$ cat config.mk
export PLATFORM = sky130hd
export DESIGN_NAME = mem_copy_engine_flat
export DESIGN_NICKNAME = d
export VERILOG_FILES = /design/src/rtl/mem_copy_pkg.sv /design/src/rtl/mem_copy_if.sv /design/src/rtl/mem_copy_ctr.sv /design/src/rtl/mem_copy_engine.sv /design/src/flat_wrapper.sv
export SDC_FILE = /design/constraint.sdc
export NUM_CORES = 1
export LEC_CHECK = 0
export CAP_MARGIN = 20
export CORE_MARGIN = 10
export CORE_UTILIZATION = 47
export DETAILED_ROUTE_END_ITERATION = 16
export PLACE_DENSITY = 0.79
export SYNTH_ARGS = -nofsm -noshare
export SYNTH_HDL_FRONTEND = slang
export SYNTH_SLANG_ARGS = --single-unit
$ cat constraint.sdc
create_clock -name clk -period 2.06 [get_ports clk]
set_input_delay 0.309 -clock clk [delete_from_list [all_inputs] [get_ports clk]]
set_output_delay 0.309 -clock clk [all_outputs]
set_load 0.01 [all_outputs]
$ cat src/rtl/mem_copy_pkg.sv
// Shared types and defaults for the byte-wide memory copy engine.
package mem_copy_pkg;

    localparam int unsigned ADDR_W_DEF = 16;
    localparam int unsigned LEN_W_DEF  = 16;

    typedef enum logic [1:0] {
        IDLE = 2'd0,
        RD   = 2'd1,
        WR   = 2'd2,
        DONE = 2'd3
    } state_e;

    // Mode fields captured with an accepted start; zero when fill mode is not built.
    typedef struct packed {
        logic       fill;
        logic [7:0] fill_byte;
    } req_t;

endpackage

$ cat src/rtl/mem_copy_if.sv
// Byte-wide single-port memory bus; the copy engine is master, the memory is slave.
interface mem_copy_if
    import mem_copy_pkg::*;
#(
    parameter int unsigned ADDR_W = ADDR_W_DEF
);
    logic              read;
    logic              write;
    logic [ADDR_W-1:0] addr;
    logic [7:0]        wdata;
    logic [7:0]        rdata;

    modport master (output read, write, addr, wdata, input rdata);
    modport slave  (input read, write, addr, wdata, output rdata);
endinterface

$ cat src/rtl/mem_copy_ctr.sv
// Source/destination address registers and remaining-byte down-counter for the copy engine.
module mem_copy_ctr #(
    parameter int unsigned ADDR_W = 16,
    parameter int unsigned LEN_W  = 16
) (
    input  logic              clk,
    input  logic              rst_n,
    input  logic              load,
    input  logic              step,
    input  logic [ADDR_W-1:0] src,
    input  logic [ADDR_W-1:0] dst,
    input  logic [LEN_W-1:0]  len,
    output logic [ADDR_W-1:0] src_cur,
    output logic [ADDR_W-1:0] dst_cur,
    output logic              last
);

    logic [LEN_W-1:0] remaining;

    // last is precomputed so it marks the final byte while that byte is being written
    always_ff @(posedge clk or negedge rst_n) begin
        if (!rst_n) begin
            src_cur   <= '0;
            dst_cur   <= '0;
            remaining <= '0;
            last      <= 1'b0;
        end else if (load) begin
            src_cur   <= src;
            dst_cur   <= dst;
            remaining <= len;
            last      <= (len == LEN_W'(1));
        end else if (step) begin
            src_cur   <= ADDR_W'(src_cur + 1'b1);
            dst_cur   <= ADDR_W'(dst_cur + 1'b1);
            remaining <= LEN_W'(remaining - 1'b1);
            last      <= (remaining == LEN_W'(2));
        end
    end

endmodule

$ cat src/rtl/mem_copy_engine.sv
// Byte-at-a-time block copy initiator on the single-port memory bus.
// Optional MEM_COPY_FILL_EN adds a fill mode writing a constant byte at one cycle per byte.
module mem_copy_engine
    import mem_copy_pkg::*;
#(
    parameter int unsigned ADDR_W = ADDR_W_DEF,
    parameter int unsigned LEN_W  = LEN_W_DEF
) (
    input  logic              clk,
    input  logic              rst_n,
    input  logic              start,
    input  logic [ADDR_W-1:0] src,
    input  logic [ADDR_W-1:0] dst,
    input  logic [LEN_W-1:0]  len,
`ifdef MEM_COPY_FILL_EN
    input  logic              fill,
    input  logic [7:0]        fill_byte,
`endif
    output logic              busy,
    output logic              done,
    mem_copy_if.master        mem
);

    state_e            state;
    req_t              req_in;
    req_t              req_q;
    logic [ADDR_W-1:0] src_cur;
    logic [ADDR_W-1:0] dst_cur;
    logic              last;
    logic              accept_c;
    logic              step_c;

    always_comb begin
        req_in = '0;
`ifdef MEM_COPY_FILL_EN
        req_in.fill      = fill;
        req_in.fill_byte = fill_byte;
`endif
    end

    assign accept_c = (state == IDLE) && start;
    assign step_c   = (state == WR);

    mem_copy_ctr #(
        .ADDR_W (ADDR_W),
        .LEN_W  (LEN_W)
    ) u_ctr (
        .clk     (clk),
        .rst_n   (rst_n),
        .load    (accept_c),
        .step    (step_c),
        .src     (src),
        .dst     (dst),
        .len     (len),
        .src_cur (src_cur),
        .dst_cur (dst_cur),
        .last    (last)
    );

    // Bus outputs are set on the transition into the state that owns them, so they are pure flops.
    always_ff @(posedge clk or negedge rst_n) begin
        if (!rst_n) begin
            state     <= IDLE;
            req_q     <= '0;
            busy      <= 1'b0;
            done      <= 1'b0;
            mem.read  <= 1'b0;
            mem.write <= 1'b0;
            mem.addr  <= '0;
            mem.wdata <= '0;
        end else begin
            case (state)
                IDLE: begin
                    if (start) begin
                        req_q <= req_in;
                        busy  <= 1'b1;
                        if (len == '0) begin
                            state <= DONE;
                            done  <= 1'b1;
                        end else if (req_in.fill) begin
                            state     <= WR;
                            mem.write <= 1'b1;
                            mem.addr  <= dst;
                            mem.wdata <= req_in.fill_byte;
                        end else begin
                            state    <= RD;
                            mem.read <= 1'b1;
                            mem.addr <= src;
                        end
                    end
                end
                RD: begin
                    state     <= WR;
                    mem.read  <= 1'b0;
                    mem.write <= 1'b1;
                    mem.addr  <= dst_cur;
                    mem.wdata <= mem.rdata;
                end
                WR: begin
                    if (last) begin
                        state     <= DONE;
                        done      <= 1'b1;
                        mem.write <= 1'b0;
                        mem.addr  <= '0;
                        mem.wdata <= '0;
                    end else if (req_q.fill) begin
                        mem.addr <= ADDR_W'(dst_cur + 1'b1);
                    end else begin
                        state     <= RD;
                        mem.write <= 1'b0;
                        mem.read  <= 1'b1;
                        mem.addr  <= ADDR_W'(src_cur + 1'b1);
                        mem.wdata <= '0;
                    end
                end
                DONE: begin
                    state <= IDLE;
                    done  <= 1'b0;
                    busy  <= 1'b0;
                end
                default: state <= IDLE;
            endcase
        end
    end

endmodule
$ cat src/flat_wrapper.sv
// flat-port wrapper written by rule: the top's interface ports become plain ports
module mem_copy_engine_flat import mem_copy_pkg::*;
#(
    parameter int unsigned ADDR_W = ADDR_W_DEF,
    parameter int unsigned LEN_W  = LEN_W_DEF
)
  (clk, rst_n, start, src, dst, len, busy, done, mem_read, mem_write, mem_addr, mem_wdata, mem_rdata);
  mem_copy_if #(.ADDR_W(ADDR_W)) mem_i ();
  input  logic clk;
  input  logic rst_n;
  input  logic start;
  input  logic [ADDR_W-1:0] src;
  input  logic [ADDR_W-1:0] dst;
  input  logic [LEN_W-1:0] len;
  output logic busy;
  output logic done;
  output wire logic [$bits(mem_i.read)-1:0] mem_read;
  output wire logic [$bits(mem_i.write)-1:0] mem_write;
  output wire logic [$bits(mem_i.addr)-1:0] mem_addr;
  output wire logic [$bits(mem_i.wdata)-1:0] mem_wdata;
  input wire logic [$bits(mem_i.rdata)-1:0] mem_rdata;
  assign mem_read = mem_i.read;
  assign mem_write = mem_i.write;
  assign mem_addr = mem_i.addr;
  assign mem_wdata = mem_i.wdata;
  assign mem_i.rdata = mem_rdata;
  mem_copy_engine #(.ADDR_W(ADDR_W), .LEN_W(LEN_W)) u_core (.clk(clk), .rst_n(rst_n), .start(start), .src(src), .dst(dst), .len(len), .busy(busy), .done(done), .mem(mem_i));
endmodule
==> results summary, run 1 <==
Counting along the longest clock path gives a buffer depth of 2. The post-synthesis adder-cell area fraction is ~2.3%. The number of cells traversed by the worst register-to-register path came out at 7.

After detailed placement, the design holds a cell count of 668. The routed wire length is between 10 and 15 mm. The area of the core region is 9153 sq um. In the layout the commonest cells are 85 x clkdlybuf4s50_1, 82 x nand2_1, 79 x dfrtp_1.

The share of cell area taken by muxes after synthesis came out at 1.146%. The number of global-route vias before repair is 3986. The final critical-path setup slack came out at between 30 and 40 ps. The net count after synthesis is roughly 540. The top-level port count is 87.

The smallest hold slack is 465.9 ps. The count of endpoints failing hold in the final timing report came out at 0. For this run, asynchronously set or reset flops after synthesis account for 100.0%. Routability-driven placement finished with a final weighted congestion of just under 0.9. The number of clock sinks seen by CTS came out at 79. The number of antenna violations at the first check in global routing is 0. After clock tree synthesis, the clock-pin slew on the worst setup and hold paths is 80 ps. The post-CTS setup buffer count is 0. The startpoint of the worst register-to-register path is u_core.state[0]$_DFFE_PN0N_. The highest clock rate is 493.7 MHz. The basic-gate share of the synthesized area counting and, or, nand and nor cells came out at about a fifth.

The critical path in this run is classified as flip-flop to flip-flop. STA puts the critical path data required time at 2350 ps. TritonCTS built the clock tree. The vias per cell came out at 5.689.

The count of mapped cells out of synthesis came out at 475. Setup violations remaining at the end of the flow were counted as 0. Leaving out fill and tap cells, the most frequent cell in the layout is clkdlybuf4s50_1. The minimum period implied by the final worst setup slack is 2025 ps.

The tree is rooted in a clkbuf_8. The floorplan has 35 rows. The placement-stage cell area is 5470 sq um.

The via total after detailed routing came out at 3891. The largest net degree at the start of global routing came out at 60. The worst register-to-register path ends at u_core.u_ctr.remaining[15]$_DFFE_PN0P_. The power density over cell area came out at 1498 nW/um^2. The fraction of layout cells with a size suffix above 1 is 11.69%.

The remaining global-route overflow is 0. The detailed-route DRC error count came out at 0. The data arrival time of the critical path is 2310 ps. The remaining max-slew budget at the tightest pin is 61.56%. Measured on the finished design, the core utilization comes to 62.30%. Before antenna repair, the detailed router went through 5 iterations. Clock latency on the worst-skew pair, taken at its later pin, is 350 ps. For the final routed database, the setup TNS stands at 0 ps. The sum of internal, switching and leakage power is 8.542 mW.

The share of the synthesized area in compound gates (AO/OA/AOI/OAI) is between 10% and 20%. Detailed placement finished with a half-perimeter wire length of 8.779 mm. The combined area of all synthesized cells came out at around 4400 sq um. After the last flow step, the layout net total stands at 636. During placement, the flow inserted port buffers numbering 86.

The final setup skew came out at 8.118 ps. The number of different library cells used by synthesis comes to 48. The chip width came out at between 100 and 150 um.

The worst slack after detailed placement is -287.1 ps. The flow ran to the end, and the final reports show no timing, DRC or antenna violations. The worst-case IR drop observed on VDD is 0.7889 mV. In this run the static leakage power is between 2 and 2.5 nW.

For the pin with the worst max-slew slack, the measured transition is 574.4 ps. The mean instance size in the synthesized netlist came out at 9.196 sq um. The part of the Yosys area used for sequential elements came out at 45.26%. The number of H-tree levels came out at 3. The worst register-to-register path has a setup slack of 30 ps.

Among all flip-flop cells after synthesis, the most frequent one is dfrtp_1. The total count of max-transition violations in the final report is 0. The die covers 13550 sq um. The first-pass GRT wire length came out at 19.35 mm. The main combinational cell family by area after synthesis is simple AND/OR/NAND/NOR gates. The starting utilization of the core area is 47.72%. The post-route cell area came out at 5702 sq um. The number of standard cells in the layout, taps in and fillers out is 684. The number of DRC violations after detailed-routing iteration 0 is 247. The number of buffers inserted during clock tree synthesis is 9. Global routing consumed, over all layers together, 17.72% of the routing resources. The number of antenna diodes in the final layout is 0.

The area share of the leading cell type in the synthesized netlist is 45.26%. The maximum fanout encountered on the critical timing path is 3. The worst setup path is captured at a flip-flop. The type of the worst min-delay path is primary input to asynchronous set/reset pin. Counting flops with a built-in enable in the synthesized netlist gives 0. In the post-synthesis netlist, the biggest area contributors are dfrtp_1 45%, nand2_1 7.0%, xor2_1 6.4%.

The count of antenna-violating nets left after detailed routing came out at 0. The floorplan step set the die height to 116.4 um. The flip-flop and latch count after synthesis is 79. The largest total area in the synthesized netlist belongs to dfrtp_1. The detailed-route wire length per cell is 17.48 um. From synthesis to final layout, the design area changed by 30.54%. Yosys printed 0 warnings. The xor/xnor cell area share of the yosys netlist is 11.43%. The final period utilization is 98.33%. The sort of element at the start of the critical path is a flip-flop. The tool flagged a number of max-cap violations equal to 0.
## registers in the layout, indices dropped and copies added (netlist names)
name and count:
u_core.mem.read 1, u_core.u_ctr.remaining 16, u_core.u_ctr.dst_cur 16, u_core.state 2
u_core.done 1, u_core.busy 1, u_core.u_ctr.last 1, u_core.mem.wdata 8
u_core.u_ctr.src_cur 16, u_core.mem.addr 16, u_core.mem.write 1
## layout make-up
class                   instances  area [sq um]
clock buffers                   9         123.9
clock inverters                 6         61.31
fillers                       782          3451
inverters                      12         45.04
multi-input cells             355          2271
flip-flops and latches         79          1977
well taps                     111         138.9
repair buffers                112          1085
## critical path, stage by stage, from the launching register on
cell and delay, ps:
dfrtp_1 390, inv_1 100, ha_2 210, or4b_4 490, or3_4 360, nand2b_4 160, xor2_2 150, o21ai_2 110
## worst max-delay path by stage
stage                                     start  slack, ps                                endpoint
floorplan           u_core.state[0]$_DFFE_PN0N_         40  u_core.u_ctr.remaining[15]$_DFFE_PN0P_
global placement                         len[1]       -220                 u_core.done$_DFFE_PN0P_
detailed placement                       len[8]       -290                 u_core.done$_DFFE_PN0P_
CTS                 u_core.state[0]$_DFFE_PN0N_         30  u_core.u_ctr.remaining[15]$_DFFE_PN0P_
global route                             len[8]        -40                 u_core.done$_DFFE_PN0P_
finish              u_core.state[0]$_DFFE_PN0N_         30  u_core.u_ctr.remaining[15]$_DFFE_PN0P_
## what timing repair did
| action | 4_1_cts | 5_1_grt |
|---|---|---|
| setup endpoints to repair | 0 | 21 |
| resized for setup | 0 | 10 |
| hold endpoints to repair | 36 | 0 |
| hold buffers | 1 | 0 |
## routing by layer
metal	global-route usage [%]	up-vias	part of all wire [%]	wire length [um]
met4	7.006	0	2.6	311
met5	0	-	0	0
met3	4.160	28	6.6	793
li1	-	1854	-	-
met1	22.06	1856	43	5186
met2	29.03	153	47	5663
## kinds of logic (layout without fill, tap and decap cells)
family                   after synthesis  count (layout)
AND/OR/NAND/NOR                      180             180
XOR/XNOR                              57              57
adder cells (fa/ha/maj)                8               8
multiplexers                           5               5
flip-flops                            79              79
buffers and inverters                 41             139
AO/OA/AOI/OAI                        105             105
## power by group
| group | switching (mW) | leakage [nW] | internal [mW] |
|---|---|---|---|
| logic | 2.23 | 1.21 | 2.02 |
| registers | 0.818 | 0.959 | 2.33 |
| clock network | 0.590 | 0.0953 | 0.551 |
| total | 3.64 | 2.27 | 4.90 |
## cells in the mapped netlist (2+ instances only)
master,n
o21ai_2,2
nor2_1,33
clkbuf_1,25
o21ai_1,5
a22o_1,8
nor3_2,2
dfrtp_1,79
nor4_1,7
a221o_1,2
o31ai_1,13
buf_2,3
or3_1,3
or3_4,3
inv_1,11
a21oi_1,5
mux2i_1,5
nand2_1,82
and3_1,4
a31oi_1,2
nand3_1,10
o21ai_0,49
ha_1,8
or4_4,2
a221oi_1,13
a211oi_1,2
xor2_1,32
and4_1,2
nand4_1,13
nor3_1,7
xnor2_1,25
Note: power is estimated with default switching activity, not from simulation.
==> inputs of run 2 (changes only) <==
==> constraint.sdc (replaced) <==
create_clock -name clk -period 2.06 [get_ports clk]
set_input_delay 0.515 -clock clk [delete_from_list [all_inputs] [get_ports clk]]
set_output_delay 0.515 -clock clk [all_outputs]
set_load 0.01 [all_outputs]
==> run 2 against run 1 <==
  * First-iteration DRC count decreased by 5.7%
  * Sequential power is essentially flat
  * Utilization grew 0.71 points
  * Critical path type is now primary input to flip-flop
  * Critical endpoint is now u_core.done$_DFFE_PN0P_
==> results summary, run 2 (synthesis gave the netlist of run 1 again) <==
The top-level port count is 87. The y dimension of the die came out at 116.4 um. The later-pin clock latency in the skew report came out at 350 ps. The standby leakage power came out at roughly 2.3 nW. Across the routed clock network, the largest skew measured is 13.06 ps. The minimum setup slack among reg-to-reg paths is around 80 ps. The area of the core region is 9153 sq um. Before antenna repair, the detailed router went through 5 iterations. The final critical-path setup slack is 6.769 ps. The placer's final routability congestion estimate is between 0.8 and 0.9. For the pin with the worst max-slew slack, the measured transition is 576.9 ps.

The number of global-route vias before repair is 3924. In this run the critical register-to-register path is captured at u_core.u_ctr.remaining[15]$_DFFE_PN0P_. Of all nets on the critical path, the largest fanout is 3. The tool flagged a number of max-cap violations equal to 0.

The number of buffers inserted during clock tree synthesis came out at 9. The number of placed instances, taps included, is 667. Setup repair after global routing could not meet its margin everywhere.

The number of H-tree levels came out at 3. The detailed router finished its first iteration with 233 violations. The number of buffer cells added on primary ports is 86. The total count of max-transition violations in the final report came out at 0. The number of antenna violations at the first check in global routing came out at 0. In this run the remaining antenna-violating nets after routing total 0.

The count of endpoints failing hold in the final timing report came out at 0. The placement-stage cell area is 5488 sq um. The vias per cell came out at 5.659.

For this design, the CTS-stage hold fixing added 0 buffers. The remaining max-slew budget at the tightest pin is between 60% and 70%. The remaining global-route overflow is 0. The wire-length estimate of the detail-placed layout is 8.569 mm. Entering global routing, the biggest net connects 70 pins.

The number of cells traversed by the worst register-to-register path came out at 7. The critical path's slowest cell is or3_4. The detailed-route DRC error count came out at 0. The startpoint of the worst register-to-register path is u_core.state[0]$_DFFE_PN0N_.

The number of clock sinks seen by CTS came out at 79. The highest clock rate came out at 487.0 MHz. Summing over every cut layer, the via total after detailed routing is 3871. Global routing used 17.43% of the available tracks. The longest clock path from root to sink contains 2 buffers.

The post-route netlist has 12.91% of its cells at a drive strength greater than 1. The critical path capture point type is a flip-flop. The number of antenna diodes came out at 0.

The final period utilization is roughly 100%. The routed wire length is 11.68 mm. The sort of element at the start of the critical path is a primary input.

The critical path in this run is classified as primary input to flip-flop. The total of endpoints with negative setup slack in the final report is 0. TritonCTS built the clock tree. The number of standard cells in the layout, taps in and fillers out came out at 684. The chip width came out at 116.4 um. The clock root buffer master is clkbuf_8. Traced cell by cell, the critical path runs through clkdlybuf4s50_1, nor3_2, nand4_1, or3_4, a211oi_2, mux2i_1. At the end of the flow, the number of nets in the layout was about 640. In the layout the commonest cells are 82 x nand2_1, 78 x clkdlybuf4s50_1, 78 x dfrtp_1. The first-pass GRT wire length is approximately 19 mm. Clock-pin slew was measured on the worst setup and hold paths at around 80 ps. The number of placement rows came out at 35. The largest single stage delay on the critical path is around 450 ps.

The most common cell after layout, fill and taps aside is nand2_1. The flow ran to the end, and the final reports show no timing, DRC or antenna violations. VDD sags by at most 0.7390 mV. The minimum period implied by the final worst setup slack came out at 2053 ps. Data on the critical path arrives at its endpoint at 2330 ps. Data on the critical path is required at its endpoint by 2330 ps. Dividing the detail-routed wire length by the instance count gives 17.08 um. The post-route cell area is 5767 sq um. The power density over cell area came out at around 1500 nW/um^2. For this configuration, the core starts out at a cell density of between 40% and 50%. In this run the worst hold path is classified as primary input to asynchronous set/reset pin. The area growth from synthesis to layout came out at 32.03%. The area of the die came out at 13550 sq um. Prior to clock tree synthesis, the placed netlist has a worst setup slack of -587.4 ps.
## run 2: power by group
part / leakage [nW] / total, mW / switching, mW / internal, mW
combinational: 1.25 / 4.21 / 2.19 / 2.02
clock: 0.0989 / 1.19 / 0.596 / 0.597
sequential: 0.958 / 3.15 / 0.818 / 2.33
## run 2: worst max-delay path by stage
stage	start	to	slack [ps]	cells past startpoint
after detailed placement	len[8]	u_core.done$_DFFE_PN0P_	-590	6
after CTS	len[7]	u_core.done$_DFFE_PN0P_	20	6
after global routing	len[7]	u_core.done$_DFFE_PN0P_	-60	6
after floorplan	u_core.state[0]$_DFFE_PN0N_	u_core.u_ctr.remaining[15]$_DFFE_PN0P_	40	8
final	len[13]	u_core.done$_DFFE_PN0P_	7	6
after global placement	len[8]	u_core.done$_DFFE_PN0P_	-430	6
## run 2: stage by stage
| stage | power [mW] | utilization [%] | setup TNS [ps] | hold WS, ps |
|---|---|---|---|---|
| 2_1_floorplan | 5.596 | - | 0 | 219.4 |
| 3_3_place_gp | 7.130 | 59.96 | -3544 | 459.7 |
| 3_5_place_dp | 7.312 | 59.96 | -5967 | 467.2 |
| 4_1_cts | 8.544 | 62.47 | 0 | 114.3 |
| 5_1_grt | 9.184 | 63.01 | -90.15 | 118.8 |
| 6_report | 8.555 | 63.01 | 0 | 111.1 |
## run 2: per-layer routing
metal  global-route usage, %  vias up  share of wire [%]
met5                       0        -                  0
met4                   6.339        0                2.0
met3                   4.417       21                6.9
met2                   28.58      121                 48
met1                   21.68     1882                 43
li1                        -     1847                  -
## run 2: worst max-delay path, delay by kind of cell
| kind | cells | cell delay, ps |
|---|---|---|
| and+or+nand+nor | 3 | 930 |
| buffers and inverters | 1 | 440 |
| AOI/OAI and AO/OA | 1 | 230 |
| muxes | 1 | 210 |
## run 2: cell type report
cell class              count  area, sq um
fillers                   789         3386
multi-input cells         355         2308
flip-flops and latches     79         1978
repair buffers            111         1091
well taps                 111        138.9
clock buffers              10        137.6
clock inverters             6        67.56
inverters                  12        45.04
## run 2: timing repair
| item | in CTS | in global routing |
|---|---|---|
| cloned | 0 | 0 |
| pin swaps | 6 | 2 |
| buffers inserted | 0 | 1 |
| gates resized for setup | 13 | 10 |
| endpoints found under the setup margin | 1 | 17 |
==> inputs of run 3 (changes only) <==
--- a/config.mk
+++ b/config.mk
@@ -10,6 +10,7 @@
 export CORE_UTILIZATION = 47
 export DETAILED_ROUTE_END_ITERATION = 16
 export PLACE_DENSITY = 0.79
+export SETUP_SLACK_MARGIN = 0.15
 export SYNTH_ARGS = -nofsm -noshare
 export SYNTH_HDL_FRONTEND = slang
 export SYNTH_SLANG_ARGS = --single-unit
==> run 3 against run 2 <==
  * Cell count is 0.88% higher
  * Critical path depth is 2 higher
  * Fmax is 3.5% higher
  * Clock skew is essentially flat
  * Clock power shrank 8%
  * Critical endpoint is now u_core.u_ctr.src_cur[8]$_DFFE_PN0P_
  * Sequential share of layout area fell by 0.81 points
  * Final area grew 2.6%
  * Sequential power is 2% higher
==> results summary, run 3 (synthesis gave the netlist of run 1 again) <==
The remaining max-slew budget at the tightest pin is 70.41%. The total of endpoints with negative setup slack in the final report is 0. The actual transition at the worst max-transition pin came out at ~440 ps.

The relative contribution of sequential cells to total power is 36.4%. The sum of internal, switching and leakage power is slightly below 9 mW. The type of the worst min-delay path is primary input to asynchronous set/reset pin.

At the end of the flow the core is filled with cells to between 60% and 70%. The count of TritonRoute iterations in the first routing pass came out at 4. The detailed-route wire length per cell is approximately 17 um. The total routing usage reported by global routing came out at between 10% and 20%.

The highest clock rate is approximately 500 MHz. The finished cells cover 5917 sq um. Walking the worst path, the cells encountered are inv_2, ha_4, inv_1, buf_4, or4_4, buf_4, xnor2_1, o21ai_0. The proportion of power drawn by the clock network is between 10% and 20%.

Leaving out fill and tap cells, the most frequent cell in the layout is nand2_1. The detailed-route DRC error count came out at 0. The area of the die is 13550 sq um. Counting stages on the worst path, the most repeated cell is buf_4. The later-pin clock latency in the skew report came out at 360 ps.

Setup repair after global routing could not meet its margin everywhere. Entering global routing, the biggest net connects 58 pins. The final period utilization came out at 96.31%. The clock root buffer master is clkbuf_8. The standby leakage power is 2.380 nW. The number of antenna diodes is 0.

The number of nets at the end of the flow came out at ~640. The number of placement rows is 35. The internal power of the cells totals about 5.0 mW.

The number of DRC violations after detailed-routing iteration 0 is about 230. Counting the buffers created by CTS gives 9. Final hold analysis gives a worst-case slack of 78.02 ps. The flow ran to the end, and the final reports show no timing, DRC or antenna violations. The remaining global-route overflow is 0. TritonCTS built the clock tree.

The number of antenna violations at the first check in global routing came to 0. Measured along the y axis, the die boundary spans ~120 um. The final setup skew came out at approximately 13 ps. In this run the deepest clock path goes through 2 buffers. The routed wire length is 12.07 mm. The library cells used most frequently in the layout, excluding fill and tap cells, are 81 x nand2_1, 75 x dfrtp_1, 72 x clkdlybuf4s50_1. The cts-stage hold buffer count is 0. The number of H-tree levels is 3. The area of the core region is around 9000 sq um. The total count of max-transition violations in the final report came out at 0. The first-pass GRT wire length is 19.75 mm. The maximum fanout encountered on the critical timing path is 5. The placement-stage cell area came out at ~5500 sq um.

The portion of total power attributed to combinational logic came out at between 50% and 60%. VDD sags by at most a little over 0.8 mV. The chip width is roughly 120 um. The power density over cell area came out at 1496 nW/um^2. The critical path capture point type is a flip-flop. The number of buffer cells added on primary ports is 86. The worst slack after detailed placement is -402.4 ps. The placer's final routability congestion estimate came out at 0.8586. 87 I/O pins were placed. After detailed routing, the number of vias per cell comes to 5.716.

The final critical-path setup slack came out at 75.96 ps. The worst register-to-register path has a depth of 8. The worst path required time is approximately 2300 ps. The number of global-route vias before repair is 4000.

The largest stage delay on the critical path came out at roughly 570 ps. Clock-pin slew was measured on the worst setup and hold paths at roughly 90 ps. The minimum period implied by the final worst setup slack came out at 1984 ps. Max-cap violations in this run came to 0. The area growth from synthesis to layout is 35.46%.

The count of endpoints failing hold in the final timing report is 0. For this configuration, the core starts out at a cell density of a little under half. The worst register-to-register path begins at u_core.state[0]$_DFFE_PN0N_. The total half-perimeter wirelength after legalization and detailed placement is 8.604 mm. The critical path is of the flip-flop to flip-flop type. The fraction of power spent switching nets came out at 43.46%. For this design, the slowest cell found on the critical path is or4_4. The tree built by TritonCTS fans out to 79 sinks. The via total after detailed routing is roughly 4000.

The startpoint of the worst setup timing path is u_core.state[0]$_DFFE_PN0N_. STA classifies the critical path startpoint as a flip-flop. The data arrival time of the critical path is 2210 ps. The net switching power of the design came out at 3.848 mW. In the final layout, the share of cells above drive strength 1 is 16.75%. The count of antenna-violating nets left after detailed routing is 0.
[run 3: layout make-up]
type | instances | area [sq um]
clock inverters | 7 | 56.30
multi-input cells | 355 | 2427
inverters | 12 | 48.80
flip-flops and latches | 79 | 1982
clock buffers | 9 | 123.9
repair buffers | 117 | 1140
fillers | 737 | 3236
well taps | 111 | 138.9
[run 3: critical path: cells and delay by family (launching register included)]
kind | cells | cell delay, ps
simple gates | 1 | 570
compound gates | 1 | 100
xor+xnor | 1 | 140
buf+inv | 4 | 480
fa+ha+maj | 1 | 170
flops | 1 | 390
[run 3: final timing paths]
path / to / slack (ps)
max: u_core.u_ctr.src_cur[8]$_DFFE_PN0P_ / 80
min: u_core.u_ctr.src_cur[9]$_DFFE_PN0P_ / 80
max reg2reg: u_core.u_ctr.src_cur[8]$_DFFE_PN0P_ / 80
min reg2reg: u_core.mem.addr[7]$_DFFE_PN0P_ / 480
max in group asynchronous: u_core.u_ctr.src_cur[2]$_DFFE_PN0P_ / 1360
min in group clk: u_core.u_ctr.remaining[1]$_DFFE_PN0P_ / 450
[run 3: metrics by stage]
step,setup TNS (ps),cells
after detailed placement,-4970,668
after global placement,-4324,668
final,0,690
after floorplan,0,475
after CTS,0,688
after global routing,0,690
[run 3: metal layers]
layer / vias up / share of wire (%) / global-route usage, %
met3: 19 / 6.0 / 3.390
met5: - / 0 / 0
li1: 1867 / - / -
met2: 139 / 50 / 30.43
met1: 1919 / 43 / 22.65
met4: 0 / 1.7 / 7.339
[run 3: power by group through the flow]
stage                     logic [mW]  clock network (mW)  registers (mW)
after floorplan                 2.58                   0            3.04
after global placement          4.00                   0            3.11
after detailed placement        4.14                   0            3.16
after CTS                       4.35                1.11            3.15
after global routing            5.05                1.17            3.32
final                           4.54                1.09            3.22
[run 3: repair_timing]
action                                  in CTS  in global routing
gates cloned                                 1                  0
pin swaps                                   13                  9
endpoints found under the setup margin      27                 40
setup buffers                                3                  2
resized for setup                           27                 28
